[src/rtl/vol_ramp_ctrl.sv]
// Per-slot gain slew controller feeding the mixer vol_i bus; gains step toward targets once per frame.
// Optional automute of unlocked channels is enabled by defining VOL_RAMP_AUTOMUTE_EN.
module vol_ramp_ctrl #(
  parameter int NUM_CH    = 1,
  parameter int RAMP_STEP = 16
) (
  input  logic                    clk,
  input  logic                    rst,
  input  logic                    frame_i,
  input  logic [NUM_CH-1:0]       locked_i,
  input  logic                    wr_en_i,
  input  logic [7:0]              wr_addr_i,
  input  logic [15:0]             wr_data_i,
  output logic                    wr_ack_o,
  output logic [NUM_CH*2*16-1:0]  vol_o,
  output logic                    busy_o
);

  localparam int NS = 2 * NUM_CH;
  localparam int AW = (NS > 1) ? $clog2(NS) : 1;
  localparam logic [15:0] STEP = 16'(RAMP_STEP);
  localparam logic [AW-1:0] LAST_IDX = AW'(NS - 1);

  typedef enum logic [0:0] {ST_IDLE = 1'b0, ST_UPDATE = 1'b1} state_t;

  state_t          r_state;
  logic [AW-1:0]   r_idx;
  logic            r_pending;
  logic            r_busy;
  logic            r_ack;
  logic [15:0]     r_tgt [0:NS-1];
  logic [15:0]     r_cur [0:NS-1];

  logic [15:0]     w_eff [0:NS-1];
  logic [15:0]     w_next;
  logic            w_busy_next;

  // Difference is taken before stepping, so the result never wraps and lands exactly on the target.
  function automatic logic [15:0] f_step(input logic [15:0] cur, input logic [15:0] eff);
    logic [15:0] diff;
    if (cur < eff) begin
      diff = eff - cur;
      return (diff > STEP) ? (cur + STEP) : eff;
    end else if (cur > eff) begin
      diff = cur - eff;
      return (diff > STEP) ? (cur - STEP) : eff;
    end else begin
      return cur;
    end
  endfunction

  // Effective target per slot
  always_comb begin
    for (int k = 0; k < NS; k++) begin
`ifdef VOL_RAMP_AUTOMUTE_EN
      w_eff[k] = locked_i[k/2] ? r_tgt[k] : 16'd0;
`else
      w_eff[k] = r_tgt[k];
`endif
    end
  end

`ifndef VOL_RAMP_AUTOMUTE_EN
  logic w_unused_locked;
  assign w_unused_locked = ^locked_i;
`endif

  // Next value of the slot being processed and end-of-pass busy on post-update values
  always_comb begin
    w_next      = f_step(r_cur[r_idx], w_eff[r_idx]);
    w_busy_next = 1'b0;
    for (int k = 0; k < NS; k++) begin
      if (AW'(k) == r_idx) begin
        w_busy_next = w_busy_next | (w_next != w_eff[k]);
      end else begin
        w_busy_next = w_busy_next | (r_cur[k] != w_eff[k]);
      end
    end
  end

  // Register port, frame sequencing and slot update FSM
  always_ff @(posedge clk or negedge rst) begin
    if (!rst) begin
      r_state   <= ST_IDLE;
      r_idx     <= '0;
      r_pending <= 1'b0;
      r_busy    <= 1'b0;
      r_ack     <= 1'b0;
      for (int i = 0; i < NS; i++) begin
        r_tgt[i] <= 16'd0;
        r_cur[i] <= 16'd0;
      end
    end else begin
      r_ack <= wr_en_i;
      if (wr_en_i && (int'(wr_addr_i) < NS)) begin
        r_tgt[wr_addr_i[AW-1:0]] <= wr_data_i;
      end
      case (r_state)
        ST_IDLE: begin
          if (frame_i) begin
            r_state <= ST_UPDATE;
            r_idx   <= '0;
          end
        end
        ST_UPDATE: begin
          r_cur[r_idx] <= w_next;
          if (r_idx == LAST_IDX) begin
            r_busy <= w_busy_next;
            r_idx  <= '0;
            // A frame landing on the last slot restarts at once; a queued one is consumed first.
            if (r_pending || frame_i) begin
              r_pending <= r_pending & frame_i;
            end else begin
              r_state <= ST_IDLE;
            end
          end else begin
            r_idx <= r_idx + AW'(1);
            if (frame_i) begin
              r_pending <= 1'b1;
            end
          end
        end
        default: begin
          r_state <= ST_IDLE;
          r_idx   <= '0;
        end
      endcase
    end
  end

  genvar g;
  generate
    for (g = 0; g < NS; g++) begin : g_vol
      assign vol_o[16*g +: 16] = r_cur[g];
    end
  endgenerate

  assign wr_ack_o = r_ack;
  assign busy_o   = r_busy;

endmodule

[config.mk]
export PLATFORM = sky130hd
export DESIGN_NAME = vol_ramp_ctrl
export DESIGN_NICKNAME = d
export VERILOG_FILES = /design/src/rtl/vol_ramp_ctrl.sv
export SDC_FILE = /design/constraint.sdc
export NUM_CORES = 1
export LEC_CHECK = 0
export CORE_MARGIN = 2
export CORE_UTILIZATION = 59
export DETAILED_ROUTE_END_ITERATION = 10
export PLACE_DENSITY = 0.92
export SYNTH_ARGS = -nofsm -noshare
export SYNTH_HDL_FRONTEND = slang
export SYNTH_SLANG_ARGS = --single-unit
[constraint.sdc]
create_clock -name clk -period 8.2 [get_ports clk]
set_clock_uncertainty 0.1 [all_clocks]
set_input_delay 2.46 -clock clk [delete_from_list [all_inputs] [get_ports clk]]
set_output_delay 2.46 -clock clk [all_outputs]
set_load 0.01 [all_outputs]
=== After elaboration in Yosys (flattened, before gate mapping) ===
Cells that the tools add are included.

* Bits in latches: 0
* Memories: 0
* Memory bits (writable): 0
* Memory bits (read-only): 0
* Register bits after elaboration: 69

* Multiply operators: 0
* Divide/modulo/power cells: 0
* Reduce and logical (&&, ||, !) cells: 7
* Bitwise gates (word level): 5
* Add/subtract/negate cells: 5
* Shifts and indexed selects: 0
* Eq/ne operators: 5
* Order comparisons: 9
* Mux-type cells: 27

{| class="wikitable"
|+ Operator list
! operator !! count
|-
| $mux 16 || 12
|-
| $bwmux 32 || 2
|-
| $ne 16x16->1 || 3
|-
| $demux 16 s1 || 2
|-
| $gt 16x5->1 const B || 2
|-
| $sub 16x16->16 || 2
|-
| $add 16x5->16 const B || 1
|-
| $gt 16x16->1 || 1
|-
| $lt 16x16->1 || 1
|-
| $sub 16x5->16 const B || 1
|-
| $mux 1 || 9
|-
| $lt 8x2->1 const B || 1
|-
| $ge 2x2->1 const B || 2
|-
| $lt 2x1->1 const B || 2
|-
| $not 1->2 || 2
|-
| $pmux 1 s2 || 2
|-
| $logic_and 1x1->1 || 3
|-
| $reduce_and 3->1 || 1
|-
| $ne 2x1->1 const B || 1
|-
| $ne 2x2->1 const B || 1
|-
| $reduce_and 2->1 || 1
|-
| $reduce_bool 2->1 || 1
|-
| $add 1x1->1 const B || 1
|-
| $and 1x1->1 || 1
|-
| 3 further kinds || 3
|}

=== Logic depth before layout (Yosys ltp) ===
* Word-level depth: 12
* Depth in mapped cells: 24
* Mapped depth without buffers: 17

=== Worst setup path before layout ===
No wires, ideal clock.

* Path kind: reg2reg
* Start point: register r_idx
* End point: register r_busy, in the netlist busy_o
* Stages on the path, launching flop included: 23
* Slack: 2424 ps
* Setup time: 136 ps
* Arrival: 5541 ps
* Buffers on the path: 7
* Period minus slack after synthesis: 5776 ps
* Cell sequence: dfrtp_1 -> buf_2 -> buf_2 -> buf_2 -> buf_2 -> buf_1 -> buf_1 -> mux2i_1 -> ha_1 -> nor2b_4 -> o21a_4 -> or3_1 -> o311a_1 -> a311oi_2 -> and4_4 -> nand4_2 -> and2_4 -> buf_6 -> o2111a_1 -> a2111oi_2 -> nand4_1 -> nor4_1 -> a31oi_1

* Longest elaborated chain between the ends: 12
* Elaborated cells between the ends (all ways): 24

{| class="wikitable"
|+ Ends and longest elaborated chain
! element !! line !! text
|-
| from (decl) || 27 || <nowiki>logic [AW-1:0] r_idx;</nowiki>
|-
| from (signal assigned) || 117 || <nowiki>r_idx <= r_idx + AW'(1);</nowiki>
|-
| $not 1->2 (implied by the code) || 70 || <nowiki>w_next = f_step(r_cur[r_idx], w_eff[r_idx]);</nowiki>
|-
| $mux 16 (implied by the code) (3 in series) || 70 ||
|-
| $sub 16x16->16 || 45 || <nowiki>diff = cur - eff;</nowiki>
|-
| $gt 16x5->1 || 46 || <nowiki>return (diff > STEP) ? (cur - STEP) : eff;</nowiki>
|-
| $mux 16 || 46 ||
|-
| $mux 16 || 44 || <nowiki>end else if (cur > eff) begin</nowiki>
|-
| $mux 16 || 41 || <nowiki>if (cur < eff) begin</nowiki>
|-
| $ne 16x16->1 || 74 || <nowiki>w_busy_next = w_busy_next | (w_next != w_eff[k]);</nowiki>
|-
| $mux 1 || 73 || <nowiki>if (AW'(k) == r_idx) begin</nowiki>
|-
| $or 1x1->1 || 74 ||
|-
| to (signal assigned) || 108 || <nowiki>r_busy <= w_busy_next;</nowiki>
|-
| to (decl) || 29 || <nowiki>logic r_busy;</nowiki>
|}

Parallel ways exist; a longest one is shown, timed or not. The select of a mux whose other input is x is not followed.
A chain may end at the register's enable or synchronous reset.

=== Worst setup path in the final report ===
Same ends and word-level chain as after synthesis.

==> results.md <==
* Worst R2R Path Depth at 18
* Final period utilization at 76.3%
* # diodes at 0
* Routability congestion estimate at ~0.96
* Skew-Pair Late Insertion Delay at about 0.35 ns
* Buffers on Ports at 61
* Final Setup Violations at 0
* Yosys reg bits at 69
* Clock Sinks at 69
* YS warnings at 0
* Avg WL per Cell at 22.2 um
* Period minus WS final at 6.25 ns
* CP Max Fanout at 38
* Crit path capture type: flip-flop
* CP Class: reg2reg
* Seq pwr share at 15.3%
* TritonCTS clock tree: yes
* Most common cell after layout, fill and taps aside: nand2_1
* Switching share of power at approximately 55%
* Sequential cell area at 0.00173 mm2
* Ys flop type: dfrtp_1
* GRT overflow at 0
* Combinational share of power at between 70 and 80%
* Commonest non-fill, non-tap cells in the layout: nand2_1 (73), dfrtp_1 (68), clkdlybuf4s50_1 (60)
* H-Tree Depth at 3
* Final WL at approximately 21 mm
* First-pass GRT wire length at 32.4 mm
* Initial DRC count at around 670
* Area Growth Syn to Fin at 13.1%
* Detailed placement HPWL at between 15 and 20 mm
* Post-synth EDFFs at 0
* CP required at 8.30 ns
* Post-CTS setup buffer count at 0
* Avg Inst Size Synth at 8.59 um2
* Syn_nets at 806
* RSZ-0062 raised after global routing: false
* Synth cell types at 90
* Slew headroom at about 34%
* Fraction of layout cells with a size suffix above 1 at 11.3%
* Endpoints failing hold at 0
* Gr usage total at 36.0%
* Avg Vias per Cell at about 7
* Worst IR drop on VDD at roughly 360 uV
* Largest net degree at the start of global routing at 70
* # rows at 37
* Clock slew at reported path FFs at about 0.08 ns
* Internal power at 1520 uW
* Vias at 6325
* Drt drc at 0
* Inserted Clock Buffers at 9
* Switching power at 1860 uW
* Synthesized area at 0.00638 mm2
* Fmax at 0.160 GHz
* Worst Tran Pin Value at 0.991 ns
* Worst Hold Class: reg2reg
* WHS Path Cells at 2
* Clock network power share at 7.2%
* Initial Util at between 60% and 70%
* Final net count at 852
* Initial antenna violation count at 0
* Cells after Synth at around 740
* Ys async rst share at 100%
* Detailed-router iteration count before antenna repair at 6
* Die X at ~110 um
* Vias in the first global route at a little over 6000
* CP startpoint kind: flip-flop
* Die extent in y at 108 um
* I/O pin total at between 60 and 70
* Post-DRT Antenna Nets at 0
* Multi-input logic area at about 0.0043 mm2
* Hold_ws at 0.436 ns
* Max Transition Viols Final at 0
* Post-CTS sizing at 0
* Pleak at approximately 0.0033 uW
* Register area share after synthesis at 27.1%
* Outcome: completed
* Setup tns final at 0 ns
* CTS root buffer: clkbuf_8
* PwrDens at 468 mW/mm2
* Number of fill cells at 783
* Maximum capacitance violations at 0
* Hold_buf cts at 0
* Core area at 0.0104 mm2
* Die ar. at 0.0117 mm2
* Clock Path Buffers at 2
* CP arrival at roughly 6.4 ns
[layout make-up]
class / instances / share of cell area [%]
inverters: 42 / 2.18
clock inverters: 4 / 0.364
flip-flops and latches: 69 / 23.9
repair buffers: 69 / 9.22
multi-input cells: 598 / 60.0
clock buffers: 11 / 1.96
well taps: 136 / 2.36
[stage by stage]
| step | area (um2) | util (%) | std cells | total power, uW | setup WS [ns] |
|---|---|---|---|---|---|
| 3_3_place_gp | 7050 | 67.7 | 914 | 2960 | 2.28 |
| 3_5_place_dp | 7050 | 67.7 | 914 | 3040 | 2.11 |
| 6_report | 7220 | 69.3 | 929 | 3380 | 1.95 |
| 4_1_cts | 7220 | 69.3 | 929 | 3300 | 2.12 |
| 2_1_floorplan | 6380 | - | 743 | 2360 | 2.42 |
| 5_1_grt | 7220 | 69.3 | 929 | 3580 | 1.73 |
[synthesized netlist by cell type (3+ instances only)]
library cell	n	share of area (%)
nand2_1	73	4.3
dfrtp_1	69	27
o21ai_0	54	4.2
a21oi_1	48	3.8
nor2_1	43	2.5
inv_1	41	2.4
mux2_2	37	6.5
ha_1	33	6.5
xnor2_1	33	4.5
mux2i_1	29	4.5
xor2_1	23	3.2
nand3_1	22	1.7
nor4_1	15	1.5
a21o_1	14	1.6
buf_2	14	1.1
clkbuf_1	14	0.82
nand4_1	14	1.4
nor3_1	11	0.86
or3_1	8	0.78
a211oi_1	6	0.71
a21boi_0	6	0.71
and2_1	6	0.59
nand2b_1	6	0.59
o21a_1	6	0.71
a31oi_1	5	0.49
and3_1	5	0.49
nor2b_1	5	0.49
o21bai_1	5	0.59
a2111oi_2	4	0.94
a211o_1	3	0.41
a221oi_1	3	0.41
a22o_1	3	0.41
buf_1	3	0.18
buf_6	3	0.53
o2111a_1	3	0.53
o2111ai_1	3	0.41
o211ai_1	3	0.35
o22ai_1	3	0.29
o31ai_1	3	0.35
or4_1	3	0.35
[cell families after synthesis]
kind of cell	count (synthesis)	synth area share (%)
xor+xnor	56	7.68
flops	69	27.1
buf+inv	76	5.10
compound gates	211	23.5
mux	66	11.1
simple gates	231	18.8
fa+ha+maj	34	6.78
[registers in the layout, indices dropped and copies added (netlist names)]
| register | count |
|---|---|
| r_tgt | 32 |
| vol_o | 32 |
| busy_o | 1 |
| r_idx | 1 |
| r_pending | 1 |
| r_state | 1 |
| wr_ack_o | 1 |
[final timing paths]
check / startpoint / endpoint / slack [ns]
worst max-delay path: r_idx$_DFFE_PN0P_ / busy_o$_DFFE_PN0P_ / 1.95
worst min-delay path: vol_o[28]$_DFFE_PN0P_ / vol_o[28]$_DFFE_PN0P_ / 0.44
worst max register to register: r_idx$_DFFE_PN0P_ / busy_o$_DFFE_PN0P_ / 1.95
worst min register to register: vol_o[28]$_DFFE_PN0P_ / vol_o[28]$_DFFE_PN0P_ / 0.44
max in group asynchronous: rst / r_idx$_DFFE_PN0P_ / 5.21
min in group asynchronous: rst / vol_o[24]$_DFFE_PN0P_ / 2.18
[power by group through the flow]
stage / Sequential [uW] / Combinational [uW] / Clock [uW]
after global routing: 524 / 2800 / 256
after CTS: 513 / 2540 / 243
after detailed placement: 518 / 2520 / 0
after floorplan: 505 / 1860 / 0
after global placement: 510 / 2450 / 0
final: 518 / 2610 / 244
[critical path: stages, from the launching register on]
cell and delay (ns):
dfrtp_2 0.58, buf_4 0.52, mux2i_1 0.57, inv_1 0.09
ha_1 0.25, fa_1 0.41, nand2b_1 0.19, a211o_1 0.32
and2_1 0.23, xnor2_1 0.16, a2111oi_2 0.36, o2111a_1 0.45
a21oi_2 0.20, a22o_1 0.28, a21oi_1 0.43, xnor2_1 0.19
a2111o_1 0.33, nor4_1 0.24, a31oi_1 0.17
[per-layer routing]
| metal | up-vias | routed length (um) | part of all wire, % | GRT usage, % |
|---|---|---|---|---|
| li1 | 2818 | - | - | - |
| met1 | 3034 | 8370 | 41 | 47.4 |
| met2 | 383 | 9770 | 47 | 58.7 |
| met3 | 90 | 1460 | 7.1 | 4.10 |
| met4 | 0 | 1040 | 5.0 | 18.5 |
| met5 | - | 0 | 0 | 0 |
(Power assumes the default switching activity.)
